### src/rtl/sram_bus_arbiter_pkg.sv
// Shared encodings for the SRAM-like bus arbiter: FSM states, owner codes, and bus size codes.
package sram_bus_arbiter_pkg;

  typedef enum logic [1:0] {
    ST_IDLE = 2'd0,
    ST_ADDR = 2'd1,
    ST_DATA = 2'd2
  } state_t;

  localparam logic OWN_INST = 1'b0;
  localparam logic OWN_DATA = 1'b1;

  localparam logic [1:0] SZ_BYTE = 2'd0;
  localparam logic [1:0] SZ_HALF = 2'd1;
  localparam logic [1:0] SZ_WORD = 2'd2;

endpackage

### src/rtl/sram_bus_arbiter.sv
// Shares one SRAM-like bus between the IF and MEM ports, one transaction at a time.
// Build option ARB_ROUND_ROBIN_EN: alternate grants on contested arbitration instead of fixed data priority.
//
// state   | meaning
// IDLE    | no transaction outstanding, arbitrate pending ports
// ADDR    | bus_req_o high, waiting for addr_ok
// DATA    | address accepted, waiting for data_ok
module sram_bus_arbiter
  import sram_bus_arbiter_pkg::*;
#(
  parameter int ADDR_W = 32,
  parameter int DATA_W = 32
) (
  input  logic              clk,
  input  logic              rst,
  input  logic              inst_req_i,
  input  logic [ADDR_W-1:0] inst_addr_i,
  output logic [DATA_W-1:0] inst_rdata_o,
  output logic              stallreq_from_if,
  input  logic              data_req_i,
  input  logic              data_wr_i,
  input  logic [1:0]        data_size_i,
  input  logic [ADDR_W-1:0] data_addr_i,
  input  logic [DATA_W-1:0] data_wdata_i,
  output logic [DATA_W-1:0] data_rdata_o,
  output logic              stallreq_from_mem,
  input  logic              pipe_stall_i,
  input  logic              flush_i,
  output logic              bus_req_o,
  output logic              bus_wr_o,
  output logic [1:0]        bus_size_o,
  output logic [ADDR_W-1:0] bus_addr_o,
  output logic [DATA_W-1:0] bus_wdata_o,
  input  logic              bus_addr_ok_i,
  input  logic              bus_data_ok_i,
  input  logic [DATA_W-1:0] bus_rdata_i
);

  state_t state_q, state_d;
  logic   owner_q, cancel_q, inst_done_q, data_done_q;
  logic   inst_pend, data_pend, grant, grant_data, resp_ok, resp_valid, advance;
`ifdef ARB_ROUND_ROBIN_EN
  logic   last_owner_q;
`endif

  assign inst_pend         = inst_req_i & ~inst_done_q;
  assign data_pend         = data_req_i & ~data_done_q;
  assign stallreq_from_if  = inst_pend;
  assign stallreq_from_mem = data_pend;
  assign advance           = ~pipe_stall_i | flush_i;
  // A flush landing on the data_ok cycle still belongs to the squashed instruction.
  assign resp_valid        = resp_ok & ~cancel_q & ~flush_i;

  always_comb begin
    state_d    = state_q;
    grant      = 1'b0;
    grant_data = 1'b0;
    resp_ok    = 1'b0;
    unique case (state_q)
      ST_IDLE: begin
        if (inst_pend | data_pend) begin
          grant   = 1'b1;
          state_d = ST_ADDR;
`ifdef ARB_ROUND_ROBIN_EN
          grant_data = data_pend & (~inst_pend | (last_owner_q == OWN_INST));
`else
          grant_data = data_pend;
`endif
        end
      end
      ST_ADDR: if (bus_addr_ok_i) state_d = ST_DATA;
      ST_DATA: begin
        if (bus_data_ok_i) begin
          resp_ok = 1'b1;
          state_d = ST_IDLE;
        end
      end
      default: state_d = ST_IDLE;
    endcase
  end

  always_ff @(posedge clk) begin
    if (rst) begin
      state_q      <= ST_IDLE;
      owner_q      <= OWN_INST;
      cancel_q     <= 1'b0;
      inst_done_q  <= 1'b0;
      data_done_q  <= 1'b0;
      inst_rdata_o <= '0;
      data_rdata_o <= '0;
      bus_req_o    <= 1'b0;
      bus_wr_o     <= 1'b0;
      bus_size_o   <= '0;
      bus_addr_o   <= '0;
      bus_wdata_o  <= '0;
`ifdef ARB_ROUND_ROBIN_EN
      last_owner_q <= OWN_INST;
`endif
    end else begin
      state_q <= state_d;
      if (grant) begin
        owner_q     <= grant_data ? OWN_DATA : OWN_INST;
        bus_req_o   <= 1'b1;
        bus_wr_o    <= grant_data & data_wr_i;
        bus_size_o  <= grant_data ? data_size_i : SZ_WORD;
        bus_addr_o  <= grant_data ? data_addr_i : inst_addr_i;
        bus_wdata_o <= grant_data ? data_wdata_i : '0;
      end else if (state_q == ST_ADDR && bus_addr_ok_i) begin
        bus_req_o <= 1'b0;
      end
`ifdef ARB_ROUND_ROBIN_EN
      // Only contested grants move the round-robin pointer.
      if (grant && inst_pend && data_pend) last_owner_q <= grant_data ? OWN_DATA : OWN_INST;
`endif
      if (resp_ok) cancel_q <= 1'b0;
      else if (flush_i && (grant || state_q != ST_IDLE)) cancel_q <= 1'b1;

      if (resp_valid && owner_q == OWN_INST) begin
        inst_done_q  <= 1'b1;
        inst_rdata_o <= bus_rdata_i;
      end else if (advance) begin
        inst_done_q <= 1'b0;
      end

      // Bus fields stay put after addr_ok, so bus_wr_o still tags the finishing access.
      if (resp_valid && owner_q == OWN_DATA) begin
        data_done_q <= 1'b1;
        if (!bus_wr_o) data_rdata_o <= bus_rdata_i;
      end else if (advance) begin
        data_done_q <= 1'b0;
      end
    end
  end

endmodule

### config.mk
export PLATFORM = sky130hd
export DESIGN_NAME = sram_bus_arbiter
export DESIGN_NICKNAME = d
export VERILOG_FILES = /design/src/rtl/sram_bus_arbiter_pkg.sv /design/src/rtl/sram_bus_arbiter.sv
export SDC_FILE = /design/constraint.sdc
export NUM_CORES = 1
export LEC_CHECK = 0
export CORE_ASPECT_RATIO = 0.75
export CORE_MARGIN = 8
export CORE_UTILIZATION = 43
export CTS_BUF_LIST = sky130_fd_sc_hd__clkbuf_4
export CTS_CLUSTER_SIZE = 20
export DETAILED_ROUTE_END_ITERATION = 16
export PLACE_DENSITY = 0.9
export SYNTH_ARGS = -nofsm -noshare
export SYNTH_HDL_FRONTEND = slang
export SYNTH_SLANG_ARGS = --single-unit
### constraint.sdc
create_clock -name clk -period 2 [get_ports clk]
set_clock_uncertainty 0.05 [all_clocks]
set_input_delay 0.4 -clock clk [delete_from_list [all_inputs] [get_ports clk]]
set_output_delay 0.4 -clock clk [all_outputs]
set_load 0.02 [all_outputs]
Word-level counts from Yosys, hierarchy flattened
Index checks and enable logic that the tools add are counted.

operators by class
  shift-type cells = 0
  div/mod/pow operators = 0
  eq/ne operators = 5
  order comparisons = 0
  reductions and logical operators = 13
  muxes and demuxes = 19
  multiply operators = 0
  $add $sub $neg = 0
  bitwise logic cells = 14

operators by type and width
  kind                                                              count
  32-bit 2-to-1 mux                                                 2
  1-bit 2-to-1 mux                                                  12
  2-bit 2-to-1 mux                                                  4
  2-bit nonzero test                                                4
  1-bit NOT                                                         7
  2-bit inequality test (second input constant)                     3
  2-bit one-hot mux with 3 select lines                             1
  1-bit bitwise AND                                                 5
  1-bit logical AND                                                 4
  3-bit AND reduction                                               1
  2-bit by 1-bit == test with 1-bit output (second input constant)  1
  2-bit == test (second input constant)                             1
  2-bit zero test                                                   1
  1-bit OR                                                          2
  2-bit AND reduction                                               1
  2-bit OR reduction                                                1
  1-bit logical OR                                                  1

word-level totals
  bits in writable memories = 0
  memories = 0
  bits in read-only memories = 0
  word-level logic and storage cells = 63
  register bits = 138
  bits of input ports = 139
  latch bits = 0

Depth between registers and ports, before layout
Gate-level depths: netlist (run 1).

  word-level depth = 7
  depth in mapped cells = 6
  gate-level depth less buffers = 4

Least setup slack after synthesis (run 1)
Ideal clock, no wire load.

  kind = input-to-reg
  start = in data_req_i
  end = reg bus_addr_o[21]
  arrival = 1.377 ns
  slack = 0.450 ns
  data required time = 1.827 ns
  stages = 6
  cell sequence = nand2b_1 > buf_2 > inv_2 > buf_2 > mux2i_1 > o211ai_2

on the way
  cells in the longest elaborated chain, start to end = 5

RTL lines
  element                 line                     RTL
  start: declaration      sram_bus_arbiter.sv:20   input logic data_req_i,
  1-bit bitwise AND (*)   sram_bus_arbiter.sv:47   assign data_pend = data_req_i & ~data_done_q;
  net stallreq_from_mem   sram_bus_arbiter.sv:26   output logic stallreq_from_mem,
  1-bit OR                sram_bus_arbiter.sv:61   if (inst_pend | data_pend) begin
  1-bit 2-to-1 mux        sram_bus_arbiter.sv:61
  1-bit 2-to-1 mux        sram_bus_arbiter.sv:59   unique case (state_q)
  32-bit 2-to-1 mux       sram_bus_arbiter.sv:106  bus_addr_o <= grant_data ? data_addr_i : inst_addr_i;
  end signal: assignment  sram_bus_arbiter.sv:106
  end: declaration        sram_bus_arbiter.sv:32   output logic [ADDR_W-1:0] bus_addr_o,

The timed path passes the listed nets; every way through them passes the cells marked *.
A chain may end at the register's enable or synchronous reset.

Final worst setup path (run 1)
  start = reg bus_addr_o[16]
  end = out bus_addr_o[16]

No word-level cell between the ends.

==> impl_metrics.env, run 1 <==
export IMPL_arrival_ps=1480
export IMPL_synth_area_um2=5840
export IMPL_finalMaxSlewViolations=0
export IMPL_area_growth_pct=57.2
export IMPL_max_cap_viol_count=0
export IMPL_ios=273
export IMPL_clk_pin_slew_ps=110
export IMPL_antenna_found_initial=1
export IMPL_ys_types=32
export IMPL_path_max_fanout=2
export IMPL_clkLatencyLatePin_ps=500
export IMPL_die_h_um=117
export IMPL_portBuffers=272
export IMPL_post_route_min_period_ps=1930
export IMPL_dp_hpwl_um=13800
export IMPL_p_leak_uw=0.00476
export IMPL_ys_warn_count=0
export IMPL_cts_setup_buffers=0
export IMPL_worst_pin_slew_ps=411
export IMPL_grt_max_degree=61
export IMPL_viasPerCell=5.13
export IMPL_p_per_area_nw_per_um2=643
export IMPL_timing_critical_path_cells="clkdlybuf4s50_1"
export IMPL_hold_class="input pin to flip-flop"
export IMPL_status="completed"
export IMPL_final_cell_area_um2=9180
export IMPL_wirelength_um=18500
export IMPL_post_route_cells_drive_above_1_share=0.106
export IMPL_seq_area_frac_synth=0.473
export IMPL_clockBufferDepth=2
export IMPL_placed_cell_area_um2=8780
export IMPL_grt_overflow=0
export IMPL_placedCellCount=998
export IMPL_final_util=0.681
export IMPL_drt_initial_drc_count=204
export IMPL_slowest_stage="clkdlybuf4s50_1"
export IMPL_end_kind="primary output"
export IMPL_num_rows=37
export IMPL_syn_instance_count=577
export IMPL_period_share=0.964
export IMPL_cts_buffers=17
export IMPL_antenna_left=0
export IMPL_grt_pass1_vias=5399
export IMPL_cts_sinks=138
export IMPL_path_class="flip-flop to primary output"
export IMPL_root_buffer="clkbuf_4"
export IMPL_htreeDepth=4
export IMPL_synth_avg_cell_area_um2=10.1
export IMPL_slew_limit_headroom=0.726
export IMPL_cts_tree="yes"
export IMPL_fin_setup_tns_ps=0
export IMPL_dieWidth_um=151
export IMPL_synth_edf_count=0
export IMPL_cp_slowest_stage_delay_ps=640
export IMPL_critical_path_startpoint_type="flip-flop"
export IMPL_ys_flop_type="dfxtp_1"
export IMPL_grt_pass1_wl_um=27900
export IMPL_synth_net_count=716
export IMPL_ys_async_sr_fraction=0
export IMPL_fp_coreArea_um2=13500
export IMPL_start_util=0.433
export IMPL_ir_drop_mv=0.388
export IMPL_layout_cells_non_filler=1029
export IMPL_hold_viol=0
export IMPL_wl_per_cell_um=18.0
export IMPL_final_nets=981
export IMPL_crit_family="buffers and inverters"
export IMPL_critPathBufInv=1
export IMPL_fmax_ghz=0.519
export IMPL_vias=5276
export IMPL_drc=0
export IMPL_layout_common_cells="186 x clkdlybuf4s50_1, 138 x dfxtp_1, 131 x nand2_1, 96 x mux2i_1, 63 x dlymetal6s2s_1"
export IMPL_final_common_cell="clkdlybuf4s50_1"
export IMPL_ys_ff_latch=138
export IMPL_die_area_um2=17600
export IMPL_dr_pass1_iters=6
export IMPL_setup_violations=0
export IMPL_cp_required_ps=1550
export IMPL_track_usage=0.202
export IMPL_globalplace_congestion=0.772
export IMPL_totalPowerFinal_uw=5900
[metal layers]
| layer | GRT usage | wire (µm) | up-vias |
|---|---|---|---|
| met5 | 0 | 13 | - |
| met1 | 0.223 | 7430 | 2459 |
| li1 | - | - | 2568 |
| met4 | 0.0631 | 234 | 2 |
| met2 | 0.344 | 8790 | 228 |
| met3 | 0.0907 | 2020 | 19 |
[path summary, 6_finish.rpt]
| check | slack (ps) | from | to | cells past startpoint |
|---|---|---|---|---|
| min | 190 | rst | bus_size_o[1] | 2 |
| max | 70 | bus_addr_o[16] | bus_addr_o[16] | 1 |
| min reg2reg | 410 | data_rdata_o[2] | data_rdata_o[2] | 2 |
| max reg2reg | 290 | data_done_q | bus_addr_o[8] | 5 |
[cell usage after synthesis, types with 2 or more instances]
cell type	number	area, µm²
nor2b_1	33	206
nor2_1	3	11.3
a21oi_1	3	15.0
dfxtp_1	138	2760
nand3b_1	2	15.0
buf_6	12	135
a32o_1	34	340
nor4_1	2	12.5
o211ai_2	30	375
buf_2	7	35.0
nand2b_1	2	12.5
inv_1	2	7.51
clkbuf_1	28	105
nand2_1	131	492
nand3_1	32	160
buf_4	4	30.0
nor3_1	2	10.0
and3b_1	2	17.5
mux2i_1	96	961
o211ai_1	2	15.0
[power breakdown]
group | internal [µW] | switching [µW]
Combinational | 643 | 587
Sequential | 2880 | 71.6
Clock | 717 | 1000
Total | 4240 | 1660
[sequential cells by signal, summed over array words and instances, names as in the netlist]
register      count
inst_done_q       1
bus_wr_o          1
bus_addr_o       32
bus_size_o        2
bus_req_o         1
owner_q           1
inst_rdata_o     32
data_rdata_o     32
cancel_q          1
state_q           2
bus_wdata_o      32
data_done_q       1
[cells by family (layout without fill, tap and decap cells)]
group           Yosys count  after routing  share of synthesized area
compound gates           75             75                      0.139
buf+inv                  55            331                     0.0549
flops                   138            138                      0.473
mux                      96             96                      0.165
other cells               0              1                          0
simple gates            213            213                      0.168
[per-stage QoR]
step	hold WS [ps]	worst slack, ps
after global routing	162	-3.78
final	192	72.7
after detailed placement	397	-100
after floorplan	381	450
after CTS	135	1.25
after global placement	392	-85.4
[final cells by class]
cell class	count	area, µm²
Tap cell	175	219
Timing Repair Buffer	297	3160
Clock buffer	17	128
Sequential cell	138	2760
Antenna cell	1	2.50
Fill cell	1035	4300
Clock inverter	13	131
Multi-Input combinational cell	384	2750
Inverter	4	17.5
[repair_timing]
item,CTS,global route
hold buffers,0,0
resized for setup,22,63
endpoints found under the setup margin,22,63
No activity file was read; power rests on OpenSTA's default activity.
==> run 2, diff against run 1 <==
--- a/config.mk
+++ b/config.mk
@@ -12,6 +12,7 @@
 export CTS_CLUSTER_SIZE = 20
 export DETAILED_ROUTE_END_ITERATION = 16
 export PLACE_DENSITY = 0.9
+export SLEW_MARGIN = 20
 export SYNTH_ARGS = -nofsm -noshare
 export SYNTH_HDL_FRONTEND = slang
 export SYNTH_SLANG_ARGS = --single-unit
==> results of run 2 <==
No change in the layout: final DEF, timing and power equal those of run 1.
==> run 3, diff against run 2 <==
--- a/config.mk
+++ b/config.mk
@@ -5,7 +5,7 @@
 export SDC_FILE = /design/constraint.sdc
 export NUM_CORES = 1
 export LEC_CHECK = 0
-export CORE_ASPECT_RATIO = 0.75
+export CORE_ASPECT_RATIO = 1.75
 export CORE_MARGIN = 8
 export CORE_UTILIZATION = 43
 export CTS_BUF_LIST = sky130_fd_sc_hd__clkbuf_4
@@ -16,3 +16,4 @@
 export SYNTH_ARGS = -nofsm -noshare
 export SYNTH_HDL_FRONTEND = slang
 export SYNTH_SLANG_ARGS = --single-unit
+export TNS_END_PERCENT = 1
==> run 3 against run 2 <==
Effect of this change:
- die area increased by 0.61%
- worst setup slack got worse by 11 ps
- largest cell class unchanged
- clock power increased by 3%
- utilization increased by 0.35 points
- critical path type unchanged
- routed wire length increased by 3.1%
- via count increased by 1.9%
- clock-buffer cell count increased by 2
- sequential share of layout area increased by 0.20 points
- cell count about the same
- sequential power about the same
- first-iteration DRC count increased by 29%
- power increased by 0.75%
- critical endpoint is now inst_rdata_o[11]
==> impl_metrics.env, run 3 (synthesis results as in run 1) <==
export IMPL_status="completed"
export IMPL_globalplace_congestion=0.823
export IMPL_start_util=0.438
export IMPL_final_nets=979
export IMPL_drt_initial_drc_count=263
export IMPL_wl_per_cell_um=18.6
export IMPL_ios=273
export IMPL_timing_critical_path_cells="clkdlybuf4s50_1"
export IMPL_cts_sinks=138
export IMPL_ir_drop_mv=0.445
export IMPL_hold_class="input pin to flip-flop"
export IMPL_pwr_share_comb=0.205
export IMPL_cts_setup_buffers=0
export IMPL_crit_reg2reg_launch="state_q[1]"
export IMPL_crit_family="buffers and inverters"
export IMPL_end_kind="primary output"
export IMPL_cp_required_ps=1550
export IMPL_drc=0
export IMPL_cp_slowest_stage_delay_ps=640
export IMPL_num_rows=56
export IMPL_die_area_um2=17700
export IMPL_portBuffers=272
export IMPL_cts_buffers=17
export IMPL_post_route_cells_drive_above_1_share=0.107
export IMPL_die_h_um=170
export IMPL_p_int_uw=4180
export IMPL_layout_common_cells="158 x clkdlybuf4s50_1, 138 x dfxtp_1, 131 x nand2_1, 96 x mux2i_1, 57 x dlygate4sd2_1"
export IMPL_viasPerCell=5.23
export IMPL_max_cap_viol_count=0
export IMPL_hold_viol=0
export IMPL_root_buffer="clkbuf_4"
export IMPL_p_clk_frac=0.300
export IMPL_worst_pin_slew_ps=504
export IMPL_fmax_ghz=0.516
export IMPL_clockBufferDepth=2
export IMPL_antenna_found_initial=1
export IMPL_slew_limit_headroom=0.664
export IMPL_finalMaxSlewViolations=0
export IMPL_wirelength_um=19100
export IMPL_antenna_left=0
export IMPL_grt_pass1_wl_um=28900
export IMPL_swShare=0.298
export IMPL_critical_path_startpoint_type="flip-flop"
export IMPL_period_share=0.969
export IMPL_critPathBufInv=1
export IMPL_setup_violations=0
export IMPL_track_usage=0.204
export IMPL_worst_slack_ps=61.5
export IMPL_path_max_fanout=2
export IMPL_cp_startpoint="inst_rdata_o[11]"
export IMPL_slowest_stage="clkdlybuf4s50_1"
export IMPL_grt_pass1_vias=5379
export IMPL_dr_pass1_iters=4
export IMPL_area_growth_pct=56.1
export IMPL_switchingPower_uw=1770
export IMPL_pre_cts_ws_ps=-103
export IMPL_p_leak_uw=0.00480
export IMPL_post_route_min_period_ps=1940
export IMPL_clkLatencyLatePin_ps=500
export IMPL_vias=5374
export IMPL_placedCellCount=995
export IMPL_p_per_area_nw_per_um2=652
export IMPL_path_class="flip-flop to primary output"
export IMPL_dp_hpwl_um=14200
export IMPL_cts_tree="yes"
export IMPL_layout_cells_non_filler=1028
export IMPL_grt_overflow=0
export IMPL_final_common_cell="clkdlybuf4s50_1"
export IMPL_totalPowerFinal_uw=5950
export IMPL_htreeDepth=4
export IMPL_fp_coreArea_um2=13300
export IMPL_dieWidth_um=104
export IMPL_power_frac_seq=0.496
export IMPL_grt_max_degree=44
export IMPL_arrival_ps=1490
export IMPL_worstHoldStart="rst"
export IMPL_clk_pin_slew_ps=120
-- run 3: cell count changes in the layout (fill, tap and decap cells not counted), moves of 2 or more --
cell,previous run,this run
clkinv_2,4,0
clkbuf_4,17,19
inv_6,0,3
dlygate4sd2_1,22,57
clkdlybuf4s50_1,186,158
dlymetal6s2s_1,63,55
buf_4,15,13
inv_8,0,2
-- run 3: metrics by stage --
step	instance area, µm²	TNS (ps)	util	hold WS [ps]
floorplan	5840	0	-	381
global placement	8770	-154	0.659	386
detailed placement	8770	-218	0.659	393
CTS	8970	0	0.674	315
global route	9110	-13.5	0.685	344
finish	9110	0	0.685	366
-- run 3: path summary, 6_finish.rpt --
| check | end | slack [ps] | cells past startpoint |
|---|---|---|---|
| worst max-delay path | inst_rdata_o[11] | 60 | 1 |
| worst min register to register | inst_done_q | 410 | 2 |
| worst max register to register | bus_wdata_o[0] | 280 | 4 |
| worst min-delay path | bus_addr_o[27] | 370 | 4 |
-- run 3: layout make-up --
class	count	area, µm²
fillers	1013	4200
repair buffers	295	3080
flip-flops and latches	138	2760
multi-input cells	384	2750
well taps	174	218
clock buffers	19	143
clock inverters	13	135
inverters	4	17.5
diodes	1	2.50
-- run 3: timing repair --
action,in CTS,in global routing
setup endpoints to repair,58,56
hold buffers,0,0
resized for setup,58,56
-- run 3: power by group through the flow --
stage	sequential [µW]	combinational, µW	clock [µW]
floorplan	3160	460	0
global placement	3000	1250	0
detailed placement	3010	1260	0
CTS	2950	1230	1830
global route	2960	1290	1940
finish	2950	1220	1780
-- run 3: metal layers --
metal  track usage  share of wire
met1         0.203           0.36
met2         0.378           0.55
met3        0.0647          0.061
met4        0.0893          0.030
met5             0              0
